==> src/rtl/kamikaze_pkg.sv <==
// kamikaze_pkg: opcode class codes, immediate formats and the decoded-record type
// shared by the instruction decoder and its immediate generator.
package kamikaze_pkg;

  localparam int XLEN_DEFAULT = 32;

  localparam logic [4:0] OPC_LOAD   = 5'b00000;
  localparam logic [4:0] OPC_OP_IMM = 5'b00100;
  localparam logic [4:0] OPC_AUIPC  = 5'b00101;
  localparam logic [4:0] OPC_STORE  = 5'b01000;
  localparam logic [4:0] OPC_OP     = 5'b01100;
  localparam logic [4:0] OPC_LUI    = 5'b01101;
  localparam logic [4:0] OPC_BRANCH = 5'b11000;
  localparam logic [4:0] OPC_JALR   = 5'b11001;
  localparam logic [4:0] OPC_JAL    = 5'b11011;
  localparam logic [4:0] OPC_SYSTEM = 5'b11100;

  typedef enum logic [2:0] {
    IMM_NONE = 3'd0,
    IMM_I    = 3'd1,
    IMM_S    = 3'd2,
    IMM_B    = 3'd3,
    IMM_U    = 3'd4,
    IMM_J    = 3'd5
  } imm_fmt_e;

  // Register indices are kept at full 5-bit width; the top truncates to RW on output.
  typedef struct packed {
    logic [4:0] opc;
    logic [2:0] funct3;
    logic       funct7b5;
    logic [4:0] rs1;
    logic [4:0] rs2;
    logic [4:0] rd;
    logic       rs1_en;
    logic       rs2_en;
    logic       rd_we;
    logic       illegal;
  } dec_t;

  function automatic logic reg_oob(input logic [4:0] idx, input int nregs);
    return (32'(idx) >= 32'(nregs));
  endfunction

endpackage

==> src/rtl/kamikaze_immgen.sv <==
// kamikaze_immgen: combinational RISC-V immediate extraction, sign-extended to XLEN.
module kamikaze_immgen
  import kamikaze_pkg::*;
#(
  parameter int XLEN = XLEN_DEFAULT
) (
  input  logic [31:7]     instr_i,
  input  imm_fmt_e        fmt_i,
  output logic [XLEN-1:0] imm_o
);

  logic [31:0] w_imm32;

  // Assemble the 32-bit immediate; bit 31 of the instruction is always the sign.
  always_comb begin
    w_imm32 = 32'd0;
    case (fmt_i)
      IMM_I:   w_imm32 = {{20{instr_i[31]}}, instr_i[31:20]};
      IMM_S:   w_imm32 = {{20{instr_i[31]}}, instr_i[31:25], instr_i[11:7]};
      IMM_B:   w_imm32 = {{19{instr_i[31]}}, instr_i[31], instr_i[7], instr_i[30:25],
                          instr_i[11:8], 1'b0};
      IMM_U:   w_imm32 = {instr_i[31:12], 12'd0};
      IMM_J:   w_imm32 = {{11{instr_i[31]}}, instr_i[31], instr_i[19:12], instr_i[20],
                          instr_i[30:21], 1'b0};
      default: w_imm32 = 32'd0;
    endcase
  end

  assign imm_o = XLEN'($signed(w_imm32));

endmodule

==> src/rtl/kamikaze_idecode.sv <==
// kamikaze_idecode: single-stage RV32I/RV32E decoder with valid/ready handshakes.
// Define KAMIKAZE_DEC_SKID_EN to add a one-entry skid buffer and a registered ready_o.
module kamikaze_idecode
  import kamikaze_pkg::*;
#(
  parameter int  XLEN  = XLEN_DEFAULT,
  parameter int  NREGS = 32,
  localparam int RW    = $clog2(NREGS)
) (
  input  logic            clk_i,
  input  logic            rst_i,
  input  logic [31:0]     instr_i,
  input  logic [XLEN-1:0] pc_i,
  input  logic            valid_i,
  output logic            ready_o,
  input  logic            flush_i,
  output logic            valid_o,
  input  logic            ready_i,
  output logic [XLEN-1:0] pc_o,
  output logic [XLEN-1:0] imm_o,
  output logic [4:0]      opc_o,
  output logic [2:0]      funct3_o,
  output logic            funct7b5_o,
  output logic [RW-1:0]   rs1_o,
  output logic [RW-1:0]   rs2_o,
  output logic [RW-1:0]   rd_o,
  output logic            rs1_en_o,
  output logic            rs2_en_o,
  output logic            rd_we_o,
  output logic            illegal_o
);

  logic [4:0]      w_rs1;
  logic [4:0]      w_rs2;
  logic [4:0]      w_rd;
  logic            w_known;
  logic            w_use_rs1;
  logic            w_use_rs2;
  logic            w_use_rd;
  logic            w_illegal;
  logic            w_rd_we;
  logic            w_load;
  imm_fmt_e        w_fmt_cls;
  imm_fmt_e        w_fmt;
  dec_t            w_dec;
  logic [XLEN-1:0] w_imm;

  logic            r_valid;
  dec_t            r_out;
  logic [XLEN-1:0] r_pc;
  logic [XLEN-1:0] r_imm;

  assign w_rs1 = instr_i[19:15];
  assign w_rs2 = instr_i[24:20];
  assign w_rd  = instr_i[11:7];

  // Classify the opcode and record which register fields it references.
  always_comb begin
    w_known   = 1'b1;
    w_use_rs1 = 1'b0;
    w_use_rs2 = 1'b0;
    w_use_rd  = 1'b0;
    w_fmt_cls = IMM_NONE;
    case (instr_i[6:2])
      OPC_OP_IMM: begin w_fmt_cls = IMM_I;    w_use_rs1 = 1'b1; w_use_rd = 1'b1; end
      OPC_LUI:    begin w_fmt_cls = IMM_U;    w_use_rd  = 1'b1; end
      OPC_AUIPC:  begin w_fmt_cls = IMM_U;    w_use_rd  = 1'b1; end
      OPC_OP:     begin w_fmt_cls = IMM_NONE; w_use_rs1 = 1'b1; w_use_rs2 = 1'b1; w_use_rd = 1'b1; end
      OPC_JAL:    begin w_fmt_cls = IMM_J;    w_use_rd  = 1'b1; end
      OPC_JALR:   begin w_fmt_cls = IMM_I;    w_use_rs1 = 1'b1; w_use_rd = 1'b1; end
      OPC_BRANCH: begin w_fmt_cls = IMM_B;    w_use_rs1 = 1'b1; w_use_rs2 = 1'b1; end
      OPC_LOAD:   begin w_fmt_cls = IMM_I;    w_use_rs1 = 1'b1; w_use_rd = 1'b1; end
      OPC_STORE:  begin w_fmt_cls = IMM_S;    w_use_rs1 = 1'b1; w_use_rs2 = 1'b1; end
      OPC_SYSTEM: begin w_fmt_cls = IMM_I;    w_use_rd  = 1'b1; end
      default:    begin w_known   = 1'b0; end
    endcase
  end

  assign w_illegal = (instr_i[1:0] != 2'b11) || !w_known
                   || (w_use_rs1 && reg_oob(w_rs1, NREGS))
                   || (w_use_rs2 && reg_oob(w_rs2, NREGS))
                   || (w_use_rd  && reg_oob(w_rd,  NREGS));
  assign w_fmt     = w_illegal ? IMM_NONE : w_fmt_cls;
  assign w_rd_we   = !w_illegal && w_use_rd && (w_rd != 5'd0);

  // Build the decoded record; disabled register fields are forced to zero.
  always_comb begin
    w_dec          = '0;
    w_dec.opc      = instr_i[6:2];
    w_dec.funct3   = instr_i[14:12];
    w_dec.funct7b5 = instr_i[30];
    w_dec.illegal  = w_illegal;
    if (!w_illegal) begin
      w_dec.rs1_en = w_use_rs1;
      w_dec.rs2_en = w_use_rs2;
      w_dec.rd_we  = w_rd_we;
      w_dec.rs1    = w_use_rs1 ? w_rs1 : 5'd0;
      w_dec.rs2    = w_use_rs2 ? w_rs2 : 5'd0;
      w_dec.rd     = w_rd_we   ? w_rd  : 5'd0;
    end else begin
      w_dec.rs1_en = 1'b0;
      w_dec.rs2_en = 1'b0;
      w_dec.rd_we  = 1'b0;
    end
  end

  kamikaze_immgen #(.XLEN(XLEN)) u_immgen (
    .instr_i (instr_i[31:7]),
    .fmt_i   (w_fmt),
    .imm_o   (w_imm)
  );

  assign w_load = valid_i && ready_o;

`ifdef KAMIKAZE_DEC_SKID_EN
  logic            r_skid_valid;
  dec_t            r_skid;
  logic [XLEN-1:0] r_skid_pc;
  logic [XLEN-1:0] r_skid_imm;

  assign ready_o = !r_skid_valid;

  // Output stage plus skid entry; the skid drains into the output when it frees up.
  always_ff @(posedge clk_i) begin
    if (rst_i) begin
      r_valid      <= 1'b0;
      r_out        <= '0;
      r_pc         <= '0;
      r_imm        <= '0;
      r_skid_valid <= 1'b0;
      r_skid       <= '0;
      r_skid_pc    <= '0;
      r_skid_imm   <= '0;
    end else if (flush_i) begin
      r_valid      <= 1'b0;
      r_skid_valid <= 1'b0;
    end else if (!r_valid || ready_i) begin
      if (r_skid_valid) begin
        r_valid      <= 1'b1;
        r_out        <= r_skid;
        r_pc         <= r_skid_pc;
        r_imm        <= r_skid_imm;
        r_skid_valid <= 1'b0;
      end else if (w_load) begin
        r_valid <= 1'b1;
        r_out   <= w_dec;
        r_pc    <= pc_i;
        r_imm   <= w_imm;
      end else begin
        r_valid <= 1'b0;
      end
    end else if (w_load) begin
      r_skid_valid <= 1'b1;
      r_skid       <= w_dec;
      r_skid_pc    <= pc_i;
      r_skid_imm   <= w_imm;
    end
  end
`else
  assign ready_o = !r_valid || ready_i;

  // Single output stage: flush beats load, load beats drain, otherwise hold.
  always_ff @(posedge clk_i) begin
    if (rst_i) begin
      r_valid <= 1'b0;
      r_out   <= '0;
      r_pc    <= '0;
      r_imm   <= '0;
    end else if (flush_i) begin
      r_valid <= 1'b0;
    end else if (w_load) begin
      r_valid <= 1'b1;
      r_out   <= w_dec;
      r_pc    <= pc_i;
      r_imm   <= w_imm;
    end else if (ready_i) begin
      r_valid <= 1'b0;
    end
  end
`endif

  assign valid_o    = r_valid;
  assign pc_o       = r_pc;
  assign imm_o      = r_imm;
  assign opc_o      = r_out.opc;
  assign funct3_o   = r_out.funct3;
  assign funct7b5_o = r_out.funct7b5;
  assign rs1_o      = r_out.rs1[RW-1:0];
  assign rs2_o      = r_out.rs2[RW-1:0];
  assign rd_o       = r_out.rd[RW-1:0];
  assign rs1_en_o   = r_out.rs1_en;
  assign rs2_en_o   = r_out.rs2_en;
  assign rd_we_o    = r_out.rd_we;
  assign illegal_o  = r_out.illegal;

endmodule

==> config.mk <==
export PLATFORM = sky130hd
export DESIGN_NAME = kamikaze_idecode
export DESIGN_NICKNAME = d
export VERILOG_FILES = /design/src/rtl/kamikaze_pkg.sv /design/src/rtl/kamikaze_immgen.sv /design/src/rtl/kamikaze_idecode.sv
export SDC_FILE = /design/constraint.sdc
export NUM_CORES = 1
export LEC_CHECK = 0
export ABC_AREA = 0
export BUFFER_PORTS_ARGS = -buffer_cell sky130_fd_sc_hd__buf_4
export CORE_MARGIN = 2
export CORE_UTILIZATION = 44
export CTS_CLUSTER_SIZE = 12
export DETAILED_ROUTE_END_ITERATION = 12
export PLACE_DENSITY = 0.78
export SLEW_MARGIN = 15
export SYNTH_ARGS = -nofsm -noshare
export SYNTH_HDL_FRONTEND = slang
export SYNTH_HIERARCHICAL = 1
export SYNTH_SLANG_ARGS = --single-unit
==> constraint.sdc <==
create_clock -name clk_i -period 2.1 [get_ports clk_i]
set_input_delay 0.42 -clock clk_i [delete_from_list [all_inputs] [get_ports clk_i]]
set_output_delay 0.42 -clock clk_i [all_outputs]
set_load 0.02 [all_outputs]
**After elaboration in Yosys (flattened, before gate mapping)**

Index checks and enable logic that the tools add are counted.

- Bits in registers: 93
- Bits in read-only memories: 0
- Input port bits: 69
- Word-level logic and storage cells: 62
- Bits in latches: 0
- Memory bits (writable): 0
- Memories kept: 0
- Output and inout port bits: 94

- $lt $le $gt $ge: 0
- Reductions and logical operators: 19
- Bitwise gates (word level): 1
- Equality and inequality tests: 15
- $add $sub $neg: 0
- Multiplexer cells: 14
- Div/mod/pow operators: 0
- Multipliers: 0
- Shifts and indexed selects: 0

Operator list:

| kind | number |
|---|---|
| $pmux W32 S5 | 1 |
| $eq A5 B5 Y1 const B | 4 |
| $eq A5 B4 Y1 const B | 3 |
| $mux W15 | 1 |
| $mux W5 | 3 |
| $pmux W3 S5 | 1 |
| $eq A5 B3 Y1 const B | 2 |
| $reduce_or A10 Y1 | 1 |
| $reduce_or A8 Y1 | 1 |
| $eq A3 B2 Y1 const B | 2 |
| $eq A3 B3 Y1 const B | 2 |
| $mux W1 | 6 |
| $mux W3 | 2 |
| $reduce_or A6 Y1 | 1 |
| $logic_not A5 Y1 | 1 |
| $reduce_bool A5 Y1 | 1 |
| $reduce_or A2 Y1 | 2 |
| $reduce_or A4 Y1 | 1 |
| $eq A3 B1 Y1 const B | 1 |
| $logic_and A1 B1 Y1 | 3 |
| $logic_not A1 Y1 | 3 |
| $reduce_or A3 Y1 | 1 |
| $logic_or A1 B1 Y1 | 2 |
| $ne A2 B2 Y1 const B | 1 |
| 3 further kinds | 3 |

**Logic depth before layout (Yosys ltp)**

Gate-level depths: netlist (run 1).

- Word-level depth: 10
- Gate-level depth with buffers: 11

**Cells and area by module**

Netlist (run 1), hierarchy kept.

Modules (own cells, without submodules):

| module | seq. area each (um^2) | times used | cells each | area an instance (um^2) |
|---|---|---|---|---|
| kamikaze_idecode | 1,861.8 | 1 | 460 | 3,838.7 |
| kamikaze_immgen | 0.0 | 1 | 66 | 390.4 |

**Worst setup path after synthesis (run 1)**

Ideal clock, no wire load.

- Kind: input to register
- Start point: in instr_i[0]
- End point: reg r_imm[20] (netlist: imm_o[20])
- Data arrival time: 1,937 ps
- Stages: 10
- Path slack: 93 ps
- Library setup time: 70 ps
- Cell sequence: and2_1 > clkbuf_1 > nand2_1 > nor2_1 > and2b_1 > buf_4 > nand2_1 > o21ai_0 > nand3_1 > a21oi_1

- Word-level cells in the longest chain between the ends: 5
- Elaborated cells between the ends (all ways): 9

Ends and longest elaborated chain:

| item | line | RTL |
|---|---|---|
| from (decl) | kamikaze_idecode.sv:12 | `input logic [31:0] instr_i,` |
| $ne A2 B2 Y1 * | kamikaze_idecode.sv:79 | `assign w_illegal = (instr_i[1:0] != 2'b11) \|\| !w_known` |
| $logic_or A1 B1 Y1 * | kamikaze_idecode.sv:79 |  |
| $mux W3 * | kamikaze_idecode.sv:83 | `assign w_fmt = w_illegal ? IMM_NONE : w_fmt_cls;` |
| net w_fmt[2] | kamikaze_idecode.sv:44 | `imm_fmt_e w_fmt;` |
| $eq A3 B3 Y1 (tied with other cells) | kamikaze_immgen.sv:17 | `case (fmt_i)` |
| $pmux W32 S5 * | kamikaze_immgen.sv:17 |  |
| net w_imm[20] | kamikaze_idecode.sv:46 | `logic [XLEN-1:0] w_imm;` |
| to (signal assigned) | kamikaze_idecode.sv:175 | `r_imm <= w_imm;` |
| to (decl) | kamikaze_idecode.sv:51 | `logic [XLEN-1:0] r_imm;` |

The timed path passes the listed nets; every way through them passes the cells marked *.
A chain may end at the register's enable or synchronous reset.

**Worst setup path after layout (run 1)**

- Start point: in instr_i[4]
- End point: reg r_imm[11] (netlist: imm_o[11])

- Word-level cells in the longest chain between the ends: 8
- Elaborated cells between the ends (all ways): 24

Ends and longest elaborated chain:

| item | line | RTL |
|---|---|---|
| $eq A5 B5 Y1 (tied with other cells) | kamikaze_idecode.sv:64 | `case (instr_i[6:2])` |
| $reduce_or A10 Y1 (no line) | -- |  |
| $mux W1 | kamikaze_idecode.sv:64 |  |
| $logic_not A1 Y1 | kamikaze_idecode.sv:79 |  |
| $logic_or A1 B1 Y1 | kamikaze_idecode.sv:79 |  |
| $mux W3 * | kamikaze_idecode.sv:83 |  |
| net w_fmt[2] | kamikaze_idecode.sv:44 |  |
| $eq A3 B3 Y1 (tied with other cells) | kamikaze_immgen.sv:17 |  |
| $pmux W32 S5 * | kamikaze_immgen.sv:17 |  |
| net w_imm[11] | kamikaze_idecode.sv:46 |  |

Marks and branches as above.

==> results of run 1 <==
[stage by stage]
stage,TNS (ns),cells,area (um2),total power [mW]
5_1_grt,0,804,5780,3.74
4_1_cts,0,804,5770,3.61
3_5_place_dp,-2.36,789,5580,2.40
6_report,0,804,5780,3.59
2_1_floorplan,0,526,4230,2.14
3_3_place_gp,-1.49,789,5580,2.39
[layer usage]
metal  GRT usage  up-vias  share of wire
met5           0        -              0
met4      0.0800        0          0.017
met3      0.0527       24          0.079
met2       0.396      164           0.47
met1       0.336     2118           0.44
li1            -     2169              -
[sequential cells by signal, summed over array words and instances (netlist names)]
register    cells
rs2_en_o        1
rd_we_o         1
rs1_en_o        1
valid_o         1
rd_o            5
funct3_o        3
rs1_o           5
pc_o           32
rs2_o           5
opc_o           5
imm_o          32
funct7b5_o      1
illegal_o       1
[logic make-up after synthesis]
kind of cell	Yosys count
simple gates	156
flops	93
buf+inv	76
compound gates	201
[how the worst max path moves through the flow]
stage | end | slack [ns] | cells past startpoint
after CTS | imm_o[26]$_SDFFE_PP0P_ | 0.12 | 10
after detailed placement | imm_o[26]$_SDFFE_PP0P_ | -0.21 | 10
final | imm_o[11]$_SDFFE_PP0P_ | 0.20 | 8
after floorplan | imm_o[20]$_SDFFE_PP0P_ | 0.09 | 10
after global routing | imm_o[11]$_SDFFE_PP0P_ | 0.10 | 8
after global placement | imm_o[28]$_SDFFE_PP0P_ | -0.15 | 10
[placed cells by master, fill, tap and decap left out, types with 2 or more instances in the layout]
cell,n
clkbuf_8,10
o211ai_1,2
o22ai_1,2
nor2b_4,3
dfxtp_1,93
nand2_1,21
nor2b_1,7
o21ai_0,83
nand4_1,17
buf_4,189
and2_1,7
a22o_1,3
o32ai_1,15
a21o_1,8
nand3_1,76
inv_6,2
inv_1,17
o21ai_1,2
a21oi_1,74
nand2b_1,2
buf_12,3
nor2_1,11
[cell type report]
cell class / count / area [um2]
timing repair buffer: 192 / 1480
multi-input combinational: 357 / 2010
clock inverter: 4 / 56.3
fill: 864 / 3510
inverter: 18 / 67.6
sequential: 93 / 1860
clock buffer: 11 / 141
tap: 129 / 161
[power by group through the flow]
stage | sequential (mW) | clock (mW) | combinational (mW)
2_1_floorplan | 1.92 | 0 | 0.220
3_3_place_gp | 1.87 | 0 | 0.522
3_5_place_dp | 1.87 | 0 | 0.529
4_1_cts | 1.83 | 1.25 | 0.531
5_1_grt | 1.83 | 1.33 | 0.577
6_report | 1.83 | 1.23 | 0.532
[repair_timing]
action / in CTS / in global routing
endpoints found under the setup margin: 0 / 3
gates resized for setup: 0 / 1
setup buffers: 0 / 0
==> metrics.md, run 1 <==
| Metric | Value |
|---|---|
| Distinct cells, synth | 46 |
| Clock slew at reported path FFs | 0.08 ns |
| Max-slew violation count | 0 |
| FP Rows | 35 |
| Slowest-stage cell, CP | nor2b_1 |
| Clk root buf | clkbuf_8 |
| CP arrival | 2.17 ns |
| Multiplexer share of the synthesized area | 0 |
| Post-layout min period | 1.90 ns |
| Switching part of the total power | 0.268 |
| Cells on worst reg2reg path | 3 |
| Hpwl dp | 8970 um |
| Post-synth EDFFs | 0 |
| Hold_sp | flush_i |
| First-pass GRT wire length | 20700 um |
| Mean Syn Cell Area | 8.04 um2 |
| Seq pwr share | 0.510 |
| GRT overflow | 0 |
| Largest net degree at the start of global routing | 95 |
| Biggest area consumer among synthesized cells | dfxtp_1 |
| Cell Area, Synth | 4230 um2 |
| CP max FO | 10 |
| Die Y | 102 um |
| Mapped Cells | 526 |
| Max-slew headroom | 0.438 |
| Hold Slack | 0.266 ns |
| Status | complete, no violations |
| Pre-CTS worst setup slack | -0.207 ns |
| Pwr dens | 621 nW/um2 |
| Simple-gate share of the synthesized area | 0.199 |
| Most instantiated library cell after synthesis | dfxtp_1 |
| Post-Synth Adder-Cell Area | 0 |
| Via count | 4475 |
| Worst path cell trace | buf_4 > and3b_1 > a22oi_1 > nor2_1 > nor2b_1 > a31o_2 > nand3_1 > a21oi_1 |
| Compound-Gate Fraction of Synth Area | 0.274 |
| Total CTS buffers | 9 |
| Max Cap Viol | 0 |
| Largest family of logic cells by synthesized area | compound AO/OA/AOI/OAI gates |
| Detailed router's first-iteration violation count | 221 |
| Ys flop type | dfxtp_1 |
| Gr usage total | 0.248 |
| Buffers added on ports | 162 |
| Synth area leaders | dfxtp_1 44%, o21ai_0 9.8%, nand3_1 9.0% |
| Number of global-route vias before repair | 4167 |
| # hold bufs at CTS | 0 |
| Hold path endpoint | valid_o$_SDFFE_PP0P_ |
| ANT nets after route | 0 |
| Final GP Congestion | 0.866 |
| CTS tree | yes |
| Die X-Extent | 102 um |
| # DRC | 0 |
| Yosys warnings | 6 |
| Critical Path Source | instr_i[4] |
| Wire per inst | 16.4 um |
| Cell-internal power | 2.63 mW |
| RR Endpoint | illegal_o$_SDFFE_PP0P_ |
| CP Capture Type | flop |
| Critical Path Max Stage Delay | 0.65 ns |
| Post-DR vias/cell | 5.57 |
| Final Hold Violating Endpoints | 0 |
| Buf/Inv on CP | 1 |
| Initial Util | 0.456 |
| Worst skew pair latency | 0.35 ns |
| Ys async rst share | 0 |
| Max Buffers Root-to-Sink | 2 |
| CTS H-tree depth | 3 |
| Clock power frac | 0.342 |
| Nature of the critical path startpoint | input pin |
| Nets@finish | 740 |
| Crit Path Class | in2reg |
| Layout area overhead | 36.6% |
| Static Leak | 2.36 nW |
| Worst EP required | 2.38 ns |
| Setup slack, reg-to-reg | 0.59 ns |
| Layout cell share with drive strength beyond 1 | 0.326 |
| Sequential-to-total area share from yosys stat | 0.440 |
| Worst R2R Start | valid_o$_SDFFE_PP0P_ |
| Post-synth net total | 595 |
| Net Sw Power | 961 uW |
| Final setup violation count | 0 |
| Maximum clock frequency | 527 MHz |
| Antenna cells | 0 |
| Xor/xnor share of the synthesized area | 0 |
| Final Util | 0.622 |
| Maximum vdd drop | 0.000318 V |
| Final worst setup slack | 0.203 ns |
| Combinational power share | 0.148 |
| Synth top area share | 0.440 |
| Die area | 10400 um2 |
| WHS Path Cells | 2 |
| Commonest cells in the synthesized netlist | 93 x dfxtp_1, 83 x o21ai_0, 76 x nand3_1 |
| Routed WL | 13200 um |
| Largest delay share family, worst path | simple AND/OR/NAND/NOR gates |
| Clock Sinks | 93 |
| Worst Skew | 0.00927 ns |
| Core Area | 9280 um2 |
| Final period util | 0.903 |
| RSZ-0062 raised after global routing | false |
| I/O Pins | 163 |
| Worst slew pin tran | 0.842 ns |
| HP Class | in2reg |
| Initial antenna violation count | 0 |
| Seq cells post-synth | 93 |
| DR pass1 iterations | 5 |
No activity file was read; power rests on OpenSTA's default activity.
==> run 2, diff against run 1 <==
--- a/config.mk
+++ b/config.mk
@@ -7,6 +7,7 @@
 export LEC_CHECK = 0
 export ABC_AREA = 0
 export BUFFER_PORTS_ARGS = -buffer_cell sky130_fd_sc_hd__buf_4
+export CORE_ASPECT_RATIO = 0.9
 export CORE_MARGIN = 2
 export CORE_UTILIZATION = 44
 export CTS_CLUSTER_SIZE = 12
==> run 2 against run 1 <==
Final cell count is 0.75% lower. Clock power down 3%. Cell area down 0.26%. Critical path depth did not move. Global-route usage decreased by 0.68 points. Fmax down 3.9%. Hold slack improved by 0.015 ns. Non-clock buffer count stayed put. Total power shrank 1.1%. Wire length is 2.1% lower. Clock skew decreased by 0.0020 ns. Sequential power hardly changed. Critical path type unchanged. Largest cell class unchanged.
==> metrics.md, run 2 (synthesis results as in run 1) <==
| Metric | Value |
|---|---|
| Final period util | 0.940 (+0.0364) |
| RSZ-0062 raised after global routing | false |
| Max-slew headroom | 0.442 (+0.00364) |
| Most frequent cells in the layout | 189 x buf_4, 93 x dfxtp_1, 83 x o21ai_0 |
| GRT overflow | 0 (unchanged) |
| Antenna cells | 0 (unchanged) |
| RR Endpoint | funct3_o[2]$_SDFFE_PP0P_ |
| Total CTS buffers | 9 (unchanged) |
| Buffers added on ports | 162 (unchanged) |
| Buf/Inv on CP | 1 (unchanged) |
| Setup TNS | 0 ns (unchanged) |
| Via count | 4500 (+0.56%) |
| Die area | 10400 um2 (about the same) |
| Final Hold Violating Endpoints | 0 (unchanged) |
| Final setup violation count | 0 (unchanged) |
| Routed WL | 12900 um (-2.1%) |
| Layout cell share with drive strength beyond 1 | 0.325 (-0.000482) |
| Maximum clock frequency | 507 MHz (-3.9%) |
| Nets@finish | 740 (unchanged) |
| Post-DR vias/cell | 5.64 (+1.3%) |
| Cells on worst reg2reg path | 5 (+2) |
| Setup slack, reg-to-reg | 0.60 ns (about the same) |
| Post-CTS Setup Inserts | 0 (unchanged) |
| Max Cap Viol | 0 (unchanged) |
| CTS tree | yes |
| Crit Path Class | in2reg |
| WHS Path Cells | 2 (unchanged) |
| Slowest-stage cell, CP | nor2b_1 |
| Largest net degree at the start of global routing | 82 (-14%) |
| Worst path cell trace | buf_4 > and3b_1 > a22oi_1 > nor2_1 > nor2b_1 > a31o_2 > nand3_1 > a21oi_1 |
| Max-slew violation count | 0 (unchanged) |
| ANT nets after route | 0 (unchanged) |
| Final Util | 0.623 (+0.000734) |
| Post-layout min period | 1.97 ns (+0.0764 ns) |
| Hpwl dp | 8870 um (-1.0%) |
| CTS H-tree depth | 3 (unchanged) |
| Worst Skew | 0.00730 ns (-0.00197 ns) |
| Critical Path Max Stage Delay | 0.71 ns (+0.06 ns) |
| Max Buffers Root-to-Sink | 2 (unchanged) |
| Layout area overhead | 36.3% |
| Pwr dens | 616 nW/um2 (-0.85%) |
| Clock Sinks | 93 (unchanged) |
| Hold_sp | flush_i |
| DR pass1 iterations | 5 (unchanged) |
| Final GP Congestion | 0.846 (-2.3%) |
| Detailed router's first-iteration violation count | 383 (+73%) |
| Worst R2R Start | valid_o$_SDFFE_PP0P_ |
| Final Power | 3.55 mW (-1.1%) |
| Clock slew at reported path FFs | 0.09 ns (about the same) |
| CP arrival | 2.26 ns (+0.09 ns) |
| Nature of the critical path startpoint | input pin |
| Die X-Extent | 107 um (+5.2%) |
| Core Area | 9250 um2 (-0.38%) |
| Number of global-route vias before repair | 4071 (-2.3%) |
| Status | complete, no violations |
| I/O Pins | 163 (unchanged) |
| Wire per inst | 16.2 um (-1.4%) |
| Worst EP required | 2.38 ns (about the same) |
| # DRC | 0 (unchanged) |
| First-pass GRT wire length | 20600 um (-0.37%) |
| FP Rows | 33 (-5.7%) |
| CP max FO | 10 (unchanged) |
| # hold bufs at CTS | 0 (unchanged) |
| Initial Util | 0.457 (+0.00173) |
| Gr usage total | 0.241 (-0.00682) |
| Die Y | 97.0 um (-4.9%) |
| Static Leak | 2.35 nW (-0.30%) |
| Worst slew pin tran | 0.836 ns (-0.00628 ns) |
| Post-CTS Resized | 0 (unchanged) |
| CP Capture Type | flop |
| Largest delay share family, worst path | simple AND/OR/NAND/NOR gates |
| HP Class | in2reg |
| Commonest non-fill, non-tap cell in the layout | buf_4 |
| Hold path endpoint | valid_o$_SDFFE_PP0P_ |
| Clk root buf | clkbuf_8 |
| Initial antenna violation count | 0 (unchanged) |
| Worst skew pair latency | 0.35 ns (about the same) |
| Maximum vdd drop | 0.000356 V (+12%) |
[run 2: cell types whose count changed in the layout (fill, tap and decap cells not counted)]
cell,previous run,this run
clkbuf_1,1,2
clkbuf_8,10,9
clkinv_2,0,1
clkinvlp_4,0,1
inv_6,2,1
[run 2: worst max-delay path by stage]
stage	start	endpoint	depth (start not counted)
final	instr_i[4]	imm_o[11]$_SDFFE_PP0P_	8
after detailed placement	instr_i[4]	imm_o[22]$_SDFFE_PP0P_	10
after global routing	instr_i[4]	imm_o[14]$_SDFFE_PP0P_	8
after floorplan	instr_i[0]	imm_o[20]$_SDFFE_PP0P_	10
after CTS	instr_i[4]	imm_o[22]$_SDFFE_PP0P_	10
after global placement	instr_i[4]	imm_o[28]$_SDFFE_PP0P_	10
[run 2: area by class of cell]
class                           instances  area (um2)
Clock buffer                           11         131
Sequential cell                        93        1860
Multi-Input combinational cell        357        2010
Timing Repair Buffer                  192        1480
Inverter                               18        67.6
Fill cell                             832        3490
Tap cell                              122         153
Clock inverter                          5        60.1
[run 2: through the flow]
step / instances / hold WS (ns) / cell area [um2] / setup WS, ns
2_1_floorplan: 526 / 0.499 / 4230 / 0.0929
3_3_place_gp: 782 / 0.462 / 5570 / -0.190
3_5_place_dp: 782 / 0.468 / 5570 / -0.239
4_1_cts: 798 / 0.263 / 5760 / 0.140
5_1_grt: 798 / 0.257 / 5760 / 0.0591
6_report: 798 / 0.281 / 5760 / 0.127
[run 2: worst reg2reg max path: cells and delay by family (launching register included)]
| family | cells | cell delay [ns] |
|---|---|---|
| flops | 1 | 0.35 |
| simple gates | 2 | 0.55 |
| compound gates | 1 | 0.08 |
| buf+inv | 2 | 0.39 |
[run 2: metal layers]
metal	part of all wire	up-vias	wire (um)	global-route usage
met4	0.010	0	129	0.0503
li1	-	2176	-	-
met2	0.46	198	5940	0.375
met1	0.45	2114	5850	0.339
met5	0	-	0	0
met3	0.078	12	1010	0.0593
[run 2: power by group]
| part | switching, mW | internal (mW) | total, mW |
|---|---|---|---|
| Combinational | 0.299 | 0.232 | 0.531 |
| Clock | 0.632 | 0.557 | 1.19 |
| Sequential | 0.0224 | 1.81 | 1.83 |
| Total | 0.953 | 2.60 | 3.55 |
